$ cat src/rtl/seven_segment_pkg.sv
// ============================================================================
// Module      : seven_segment_pkg
// Description : Segment patterns, digit-select codes and FSM state type shared
//               by the seven-segment readback path.
// Revision    : 1.0 - initial release
// ============================================================================
`default_nettype none

package seven_segment_pkg;

  // Active-high segment patterns, bit order {g,f,e,d,c,b,a}
  localparam logic [6:0] SEG_0     = 7'h3F;
  localparam logic [6:0] SEG_1     = 7'h06;
  localparam logic [6:0] SEG_2     = 7'h5B;
  localparam logic [6:0] SEG_3     = 7'h4F;
  localparam logic [6:0] SEG_4     = 7'h66;
  localparam logic [6:0] SEG_5     = 7'h6D;
  localparam logic [6:0] SEG_6     = 7'h7D;
  localparam logic [6:0] SEG_7     = 7'h07;
  localparam logic [6:0] SEG_8     = 7'h7F;
  localparam logic [6:0] SEG_9     = 7'h6F;
  localparam logic [6:0] SEG_BLANK = 7'h00;

  localparam logic [1:0] DSEL_TENS = 2'b10;
  localparam logic [1:0] DSEL_ONES = 2'b01;

  typedef enum logic [0:0] {
    S_TENS = 1'b0,
    S_ONES = 1'b1
  } state_t;

  // t*10 as shift-and-add; 9*10+9 fits in 7 bits
  function automatic logic [6:0] times_ten(input logic [3:0] t);
    logic [6:0] w_t;
    w_t = {3'b000, t};
    return (w_t << 3) + (w_t << 1);
  endfunction

endpackage

`default_nettype wire

$ cat src/rtl/seven_segment_digit_decode.sv
// ============================================================================
// Module      : seven_segment_digit_decode
// Description : Combinational seven-segment pattern to BCD digit decoder with
//               optional blank-as-zero acceptance.
// Revision    : 1.0 - initial release
// ============================================================================
`default_nettype none

module seven_segment_digit_decode
  import seven_segment_pkg::*;
#(
  parameter bit BLANK_AS_ZERO = 1'b0
) (
  input  logic [6:0] seg,
  output logic       legal,
  output logic [3:0] digit
);

  always_comb begin
    legal = 1'b1;
    digit = 4'd0;
    case (seg)
      SEG_0:     digit = 4'd0;
      SEG_1:     digit = 4'd1;
      SEG_2:     digit = 4'd2;
      SEG_3:     digit = 4'd3;
      SEG_4:     digit = 4'd4;
      SEG_5:     digit = 4'd5;
      SEG_6:     digit = 4'd6;
      SEG_7:     digit = 4'd7;
      SEG_8:     digit = 4'd8;
      SEG_9:     digit = 4'd9;
      SEG_BLANK: legal = BLANK_AS_ZERO;
      default:   legal = 1'b0;
    endcase
  end

endmodule

`default_nettype wire

$ cat src/rtl/seven_segment_to_decimal.sv
// ============================================================================
// Module      : seven_segment_to_decimal
// Description : Debounces a multiplexed two-digit seven-segment bus and
//               reassembles the 0-99 value. Macro SEVSEG_BLANK_TENS_EN lets a
//               blank tens digit decode as zero.
// Revision    : 1.0 - initial release
// ============================================================================
`default_nettype none

module seven_segment_to_decimal
  import seven_segment_pkg::*;
#(
  parameter int STABLE_CYCLES = 4
) (
  input  logic       clk,
  input  logic       rst_n,
  input  logic [6:0] seg,
  input  logic [1:0] digit_sel,
  output logic [6:0] decimal,
  output logic       valid,
  output logic       error
);

`ifdef SEVSEG_BLANK_TENS_EN
  localparam bit c_blank_tens = 1'b1;
`else
  localparam bit c_blank_tens = 1'b0;
`endif

  localparam logic [3:0] c_stable = 4'(STABLE_CYCLES);

  logic [8:0] w_sample;
  logic [8:0] r_sample;
  logic [3:0] r_cnt;
  logic [3:0] w_cnt_next;
  logic       r_acc;
  state_t     r_state;
  logic [3:0] r_tens;

  logic       w_tens_legal;
  logic [3:0] w_tens_digit;
  logic       w_ones_legal;
  logic [3:0] w_ones_digit;
  logic [1:0] w_dsel;

  assign w_sample = {digit_sel, seg};
  assign w_dsel   = r_sample[8:7];

  // The run length is measured against the incoming sample so that an input
  // first present in cycle k is accepted in cycle k+STABLE_CYCLES.
  always_comb begin
    w_cnt_next = r_cnt;
    if (w_sample != r_sample)
      w_cnt_next = 4'd1;
    else if (r_cnt != c_stable)
      w_cnt_next = r_cnt + 4'd1;
  end

  always_ff @(posedge clk or negedge rst_n) begin
    if (!rst_n) begin
      r_sample <= 9'd0;
      r_cnt    <= 4'd0;
      r_acc    <= 1'b0;
    end else begin
      r_sample <= w_sample;
      r_cnt    <= w_cnt_next;
      r_acc    <= (w_cnt_next == c_stable) && (r_cnt != c_stable);
    end
  end

  seven_segment_digit_decode #(
    .BLANK_AS_ZERO(c_blank_tens)
  ) u_dec_tens (
    .seg   (r_sample[6:0]),
    .legal (w_tens_legal),
    .digit (w_tens_digit)
  );

  seven_segment_digit_decode #(
    .BLANK_AS_ZERO(1'b0)
  ) u_dec_ones (
    .seg   (r_sample[6:0]),
    .legal (w_ones_legal),
    .digit (w_ones_digit)
  );

  always_ff @(posedge clk or negedge rst_n) begin
    if (!rst_n) begin
      r_state <= S_TENS;
      r_tens  <= 4'd0;
      decimal <= 7'd0;
      valid   <= 1'b0;
      error   <= 1'b0;
    end else begin
      valid <= 1'b0;
      error <= 1'b0;
      if (r_acc) begin
        if (w_dsel == DSEL_TENS) begin
          if (w_tens_legal) begin
            r_tens  <= w_tens_digit;
            r_state <= S_ONES;
          end else begin
            error   <= 1'b1;
            r_state <= S_TENS;
          end
        end else if (w_dsel == DSEL_ONES) begin
          if (!w_ones_legal) begin
            error   <= 1'b1;
            r_state <= S_TENS;
          end else if (r_state == S_ONES) begin
            decimal <= times_ten(r_tens) + {3'b000, w_ones_digit};
            valid   <= 1'b1;
            r_state <= S_TENS;
          end
        end
      end
    end
  end

endmodule

`default_nettype wire

$ cat config.mk
export PLATFORM = sky130hd
export DESIGN_NAME = seven_segment_to_decimal
export DESIGN_NICKNAME = d
export VERILOG_FILES = /design/src/rtl/seven_segment_pkg.sv /design/src/rtl/seven_segment_digit_decode.sv /design/src/rtl/seven_segment_to_decimal.sv
export SDC_FILE = /design/constraint.sdc
export NUM_CORES = 1
export LEC_CHECK = 0
export ABC_AREA = 1
export CAP_MARGIN = 20
export CORE_UTILIZATION = 35
export CTS_CLUSTER_DIAMETER = 40
export DETAILED_ROUTE_END_ITERATION = 12
export GPL_TIMING_DRIVEN = 0
export MAX_ROUTING_LAYER = met4
export PLACE_DENSITY = 0.63
export SLEW_MARGIN = 5
export SYNTH_ARGS = -nofsm -noshare
export SYNTH_HDL_FRONTEND = slang
export SYNTH_SLANG_ARGS = --single-unit
$ cat constraint.sdc
create_clock -name clk -period 2.89 [get_ports clk]
set_input_delay 0.578 -clock clk [delete_from_list [all_inputs] [get_ports clk]]
set_output_delay 0.578 -clock clk [all_outputs]
set_load 0.1 [all_outputs]
==> run metrics, run 1 <==
outcome=finished clean; sequential-to-total area share from yosys stat=0.427; top-count cell post-synth=nand2_1; core area=4410 µm²; hold_ws=477 ps; critical path buffer and inverter count=3; Clock Root Buffer=clkbuf_8; clock slew at reported path FFs=90 ps; Die X=70.4 µm; final hold vios=0; Seq cells post-synth=28; hpwl dp=2240 µm; met2 wire len=1290 µm; Hold Path Stages=2; routed vias=1239; share of layout cells above drive strength 1=0.0905; Area growth syn-to-layout=19.8%; post-route setup TNS=0 ps; Crit-path slowest cell=dfrtp_1; Via density=4.54; Compound-Gate Fraction of Synth Area=0.0183; RSZ-0062 raised after global routing=false; Initial Util=0.371; Resize count post-CTS=0; fin cells=273; diodes inserted=0; Metal-1 WL=1240 µm; vias in the first global route=1200; cell family with most CP delay=adder cells; cell count after placement=270; Reg2Reg Launch Point=r_sample[4]$_DFF_PN0_; Sequential Area=701 µm²; antenna violations before repair=0; ANT nets after route=0; Post-synth top cells=nand2_1, inv_1, dfrtp_1; mux contribution to synthesized area=0; final worst-path cycle share=0.838; Final Skew=1.66 ps; combinational power share=0.102; post-synthesis xor/xnor area fraction=0.0641; Nets=247; placed inst area=1920 µm²; Leak Pwr=1.07 nW; Synth area leaders=dfrtp_1, nand2_1, ha_1; CP arrival=2630 ps; Fmax achieved=413 MHz; crit end category=flip-flop; drt first pass iters=4; Worst setup SP type=flip-flop; Hold Path End=decimal[4]$_DFFE_PN0P_; CP Max Fanout=4; Tmin final=2420 ps; wire per inst=9.76 µm; worst hold-check path type=reg2reg; # clock sinks=28; final setup violating endpoints=0; relative slew slack=0.351; FF-to-FF setup slack=470 ps; Net Sw Frac=0.228; dominant synthesized flop cell=dfrtp_1; Num CTS Buffers=3; Max IR drop VDD=198 µV; CP cell instances=inv_1, nand2_1, nor2_1, nand2_2, nand2_2, inv_1, nand3_1, ha_1, ha_1, inv_1, fa_1, o21ai_0, xor2_1, nand3_1, nand2_1; asr flop ratio synth=1.00; Clock Path Buffers=2; die area=4960 µm²; largest family of logic cells by synthesized area=simple AND/OR/NAND/NOR gates; internal power=0.000525 W; worst flop-to-flop path endpoint=decimal[6]$_DFFE_PN0P_; Clk network pwr share=0.300; Mapped Area=1640 µm²; Data required, critical path=3100 ps; Total GRT Usage=0.131; Crit Path Category=reg2reg; Fillers=458; Final Max Slew Viols=0; Hold Buf Count CTS=0; Post-synth EDFFs=0; clock latency on the worst-skew pair=270 ps; H-tree depth=1; max layer used=met4; RePlAce Congestion=0.769; Setup Fix Bufs, Post-CTS=0; area share of and/or/nand/nor cells after synthesis=0.306; Synth top area share=0.427; global-route wire length before repair=5020 µm; CTS tree=yes; R2R depth=15; met3 WL=98 µm; footprint of the multi-input gates=815 µm²; Pwr Density=346 nW/µm²; pre-CTS setup slack=447 ps; final instance area=1960 µm²; Remaining Overflow, GRT=0; IO buf count=19; Syn Nets=222; # rows=24; P_sw=0.000155 W; syn_area_per_cell=8.28 µm²; Reg power frac=0.598; Hold Crit Start=decimal[4]$_DFFE_PN0P_; Top cell by count, worst path=inv_1; final WL=2670 µm; drc violations=0; Worst Max-Slew Pin Slew=971 ps; drt initial violations=22; post-synth top area cell=dfrtp_1; Max Cap Violations=0; Ports=20; Synth Warn #=0; Synth Area in Adders=0.108; PnR worst setup slack=469 ps; largest net degree at the start of global routing=18; Die H=70.4 µm; Worst path max stage delay=400 ps; synth unique cells=20; Gate Count Post-Synth=198
## per-layer routing
metal	vias to the layer above	track usage
li1	660	-
met1	551	0.147
met2	23	0.221
met3	5	0.0361
met4	0	0.0467
met5	-	-
## state kept, by name, summed over array words and instances, names as in the netlist
name / flops
r_cnt: 4
error: 1
r_acc: 1
r_state: 1
decimal: 7
r_sample: 9
valid: 1
r_tens: 4
## power by group through the flow
stage                     combinational [W]  clock [W]  sequential, W
after floorplan                   0.0000369          0       0.000413
after detailed placement          0.0000712          0       0.000415
after global routing              0.0000792   0.000230       0.000408
after global placement            0.0000665          0       0.000414
final                             0.0000696   0.000204       0.000407
after CTS                         0.0000714   0.000217       0.000407
## how the worst max path moves through the flow
stage,end,slack (ps),from,depth (start not counted)
6_report,decimal[6]$_DFFE_PN0P_,470,r_sample[4]$_DFF_PN0_,15
5_1_grt,decimal[6]$_DFFE_PN0P_,220,r_sample[4]$_DFF_PN0_,15
4_1_cts,decimal[6]$_DFFE_PN0P_,430,r_sample[4]$_DFF_PN0_,15
3_5_place_dp,decimal[6]$_DFFE_PN0P_,450,r_sample[4]$_DFF_PN0_,15
3_3_place_gp,decimal[6]$_DFFE_PN0P_,460,r_sample[4]$_DFF_PN0_,15
2_1_floorplan,decimal[6]$_DFFE_PN0P_,660,r_sample[0]$_DFF_PN0_,14
## cell type report
type | count | share of cell area
buffer | 1 | 0.00574
clock buffer | 3 | 0.0210
sequential | 28 | 0.357
timing repair buffer | 20 | 0.111
multi-input combinational | 139 | 0.415
tap | 52 | 0.0331
inverter | 30 | 0.0574
## through the flow
stage               power [W]  utilization
floorplan            0.000450            -
global placement     0.000481        0.429
detailed placement   0.000486        0.435
CTS                  0.000695        0.445
global route         0.000717        0.445
finish               0.000680        0.445
## placed cells by master, fill, tap and decap left out, types with 2 or more instances in the layout
cell and n:
a21oi_1 3, clkbuf_8 3, clkdlybuf4s50_1 19, dfrtp_1 28, fa_1 2, ha_1 11, inv_1 30, nand2_1 56
nand2_2 6, nand3_1 17, nand3_2 2, nand4_1 3, nor2_1 15, nor2_2 4, nor3_1 2, o21ai_0 3
xnor2_1 9, xor2_1 3
## tightest hold or removal path, stage by stage (launching register included)
cell	delay (ps)
dfrtp_1	350
nand2_1	50
nand2_1	50
## kinds of logic (layout without fill, tap and decap cells)
kind of cell / Yosys count / in the layout
AOI/OAI and AO/OA: 6 / 6
xor gates and xnor gates: 12 / 12
adders and majority gates: 13 / 13
buffers and inverters: 31 / 54
DFF: 28 / 28
and+or+nand+nor: 108 / 108
(Power assumes the default switching activity.)
==> run 2: changes to the inputs <==
==> constraint.sdc (replaced) <==
create_clock -name clk -period 2.4 [get_ports clk]
set_input_delay 0.48 -clock clk [delete_from_list [all_inputs] [get_ports clk]]
set_output_delay 0.48 -clock clk [all_outputs]
set_load 0.1 [all_outputs]
==> run 2 against run 1 <==
  * Die area is the same
  * Sequential share of layout area fell by 1.6 points
  * Critical path depth shrank 14
  * Sequential power is 21% higher
  * Routed wire length rose by 4.2%
  * Power increased by 22%
  * Register-to-register slack worse by 290 ps
  * Non-clock buffer count up 8
  * Worst setup slack lost 320 ps
  * Count of clock-buffer cells in the layout unchanged
  * Via count increased by 3.3%
  * Critical endpoint is now decimal[1]
  * Highest routed layer unchanged
==> run metrics, run 2 (same netlist as run 1, synthesis figures left out) <==
Initial Util=0.371 (unchanged); final WL=2780 µm (+4.2%); Hold Buf Count CTS=0 (unchanged); Remaining Overflow, GRT=0 (unchanged); Leak Pwr=1.11 nW (+3.8%); Total GRT Usage=0.131 (+0.000629); hpwl dp=2240 µm (unchanged); IO buf count=19 (unchanged); core area=4410 µm² (unchanged); Tmin final=2250 ps; Largest regs=r_sample: 9 flops, decimal: 7 flops; most frequent cells in the layout=nand2_1, inv_1, dfrtp_1, clkdlybuf4s50_1, nand3_1; Crit-path slowest cell=clkdlybuf4s50_1; # rows=24 (unchanged); critical path buffer and inverter count=1 (-2); Worst path max stage delay=1140 ps (+740 ps); Die H=70.4 µm (unchanged); CP cell instances=clkdlybuf4s50_1; relative slew slack=0.351 (about the same); drc violations=0 (unchanged); vias in the first global route=1209 (+0.75%); cell count after placement=270 (unchanged); Clock Path Buffers=2 (unchanged); diodes inserted=0 (unchanged); outcome=finished clean; final instance area=2070 µm² (+5.7%); Data required, critical path=1920 ps (-1180 ps); footprint of the multi-input gates=858 µm² (+5.4%); Hold Path Stages=2 (unchanged); crit path from=decimal[1]$_DFFE_PN0P_; most common cell after layout, fill and taps aside=nand2_1; Die X=70.4 µm (unchanged); Largest Register=r_sample; CTS tree=yes; FF-to-FF setup slack=180 ps (-290 ps); clock latency on the worst-skew pair=270 ps (about the same); ANT nets after route=0 (unchanged); CP arrival=1770 ps (-860 ps); post-route setup TNS=0 ps (unchanged); largest net degree at the start of global routing=18 (unchanged); H-tree depth=1 (unchanged); Worst setup SP type=flip-flop; Clock Root Buffer=clkbuf_8; Final Max Slew Viols=0 (unchanged); drt first pass iters=4 (unchanged); fin cells=281 (+2.9%); worst flop-to-flop path endpoint=decimal[4]$_DFFE_PN0P_; share of layout cells above drive strength 1=0.188 (+0.0973); Area growth syn-to-layout=26.6%; cell family with most CP delay=buffers and inverters; Fmax achieved=445 MHz; worst setup path endpoint=decimal[1]; Worst path depth=1 (-14); global-route wire length before repair=5050 µm (+0.54%); drt initial violations=29 (+32%); CP Max Fanout=2 (-2); Fillers=439 (-4.1%); Final Skew=4.39 ps (+2.73 ps); max FFs per register=9 (unchanged); R2R depth=14 (-1); Num CTS Buffers=3 (unchanged); worst hold-check path type=reg2reg; routed vias=1280 (+3.3%); Reg2Reg Launch Point=r_sample[2]$_DFF_PN0_; crit end category=output pin; final hold vios=0 (unchanged); placed inst area=1920 µm² (unchanged); final setup violating endpoints=0 (unchanged); Ports=20 (unchanged); RSZ-0062 raised after global routing=false; Worst Max-Slew Pin Slew=971 ps (+0.00876 ps); clock slew at reported path FFs=90 ps (about the same); Sequential Area=708 µm² (+1.1%); RePlAce Congestion=0.769 (unchanged); wire per inst=9.88 µm (+1.2%); die area=4960 µm² (unchanged); final worst-path cycle share=0.936; antenna violations before repair=0 (unchanged); Pwr Density=400 nW/µm² (+16%); Via density=4.56 (+0.37%); Max Cap Violations=0 (unchanged); Max IR drop VDD=239 µV (+21%); Crit Path Category=reg2out; Nets=255 (+3.2%); # clock sinks=28 (unchanged)
-- run 2: power breakdown --
part,internal (W),switching (W)
combinational,0.0000489,0.0000472
clock,0.000112,0.000131
sequential,0.000480,0.0000105
-- run 2: routing by layer --
layer | vias to the layer above | wire (µm) | GRT usage
met4 | 0 | 38 | 0.0467
met5 | - | 0 | -
met1 | 572 | 1250 | 0.148
met2 | 25 | 1390 | 0.222
met3 | 5 | 99 | 0.0361
li1 | 678 | - | -
-- run 2: per-stage QoR --
stage / util / hold slack (ps) / total power (W) / worst slack, ps
3_5_place_dp: 0.435 / 460 / 0.000585 / -42.6
3_3_place_gp: 0.429 / 458 / 0.000579 / -26.6
2_1_floorplan: - / 184 / 0.000542 / 170
6_report: 0.470 / 476 / 0.000830 / 154
4_1_cts: 0.446 / 483 / 0.000838 / 6.45
5_1_grt: 0.470 / 496 / 0.000877 / 9.41
-- run 2: layout make-up --
type | instances | share of cell area
multi-input cells | 139 | 0.414
inverters | 30 | 0.0543
flip-flops and latches | 28 | 0.341
clock buffers | 3 | 0.0199
plain buffers | 1 | 0.00543
well taps | 52 | 0.0314
repair buffers | 28 | 0.134
-- run 2: worst min-delay path by stage --
| stage | startpoint | to | slack, ps |
|---|---|---|---|
| finish | decimal[4]$_DFFE_PN0P_ | decimal[4]$_DFFE_PN0P_ | 480 |
| global route | decimal[4]$_DFFE_PN0P_ | decimal[4]$_DFFE_PN0P_ | 500 |
| CTS | decimal[4]$_DFFE_PN0P_ | decimal[4]$_DFFE_PN0P_ | 480 |
| detailed placement | decimal[4]$_DFFE_PN0P_ | decimal[4]$_DFFE_PN0P_ | 460 |
| global placement | decimal[3]$_DFFE_PN0P_ | decimal[3]$_DFFE_PN0P_ | 460 |
| floorplan | rst_n | decimal[0]$_DFFE_PN0P_ | 180 |
-- run 2: timing repair --
item,in CTS,in global routing
endpoints found under the setup margin,1,1
resized for setup,1,17
buffers inserted,1,7
pin swaps,0,9
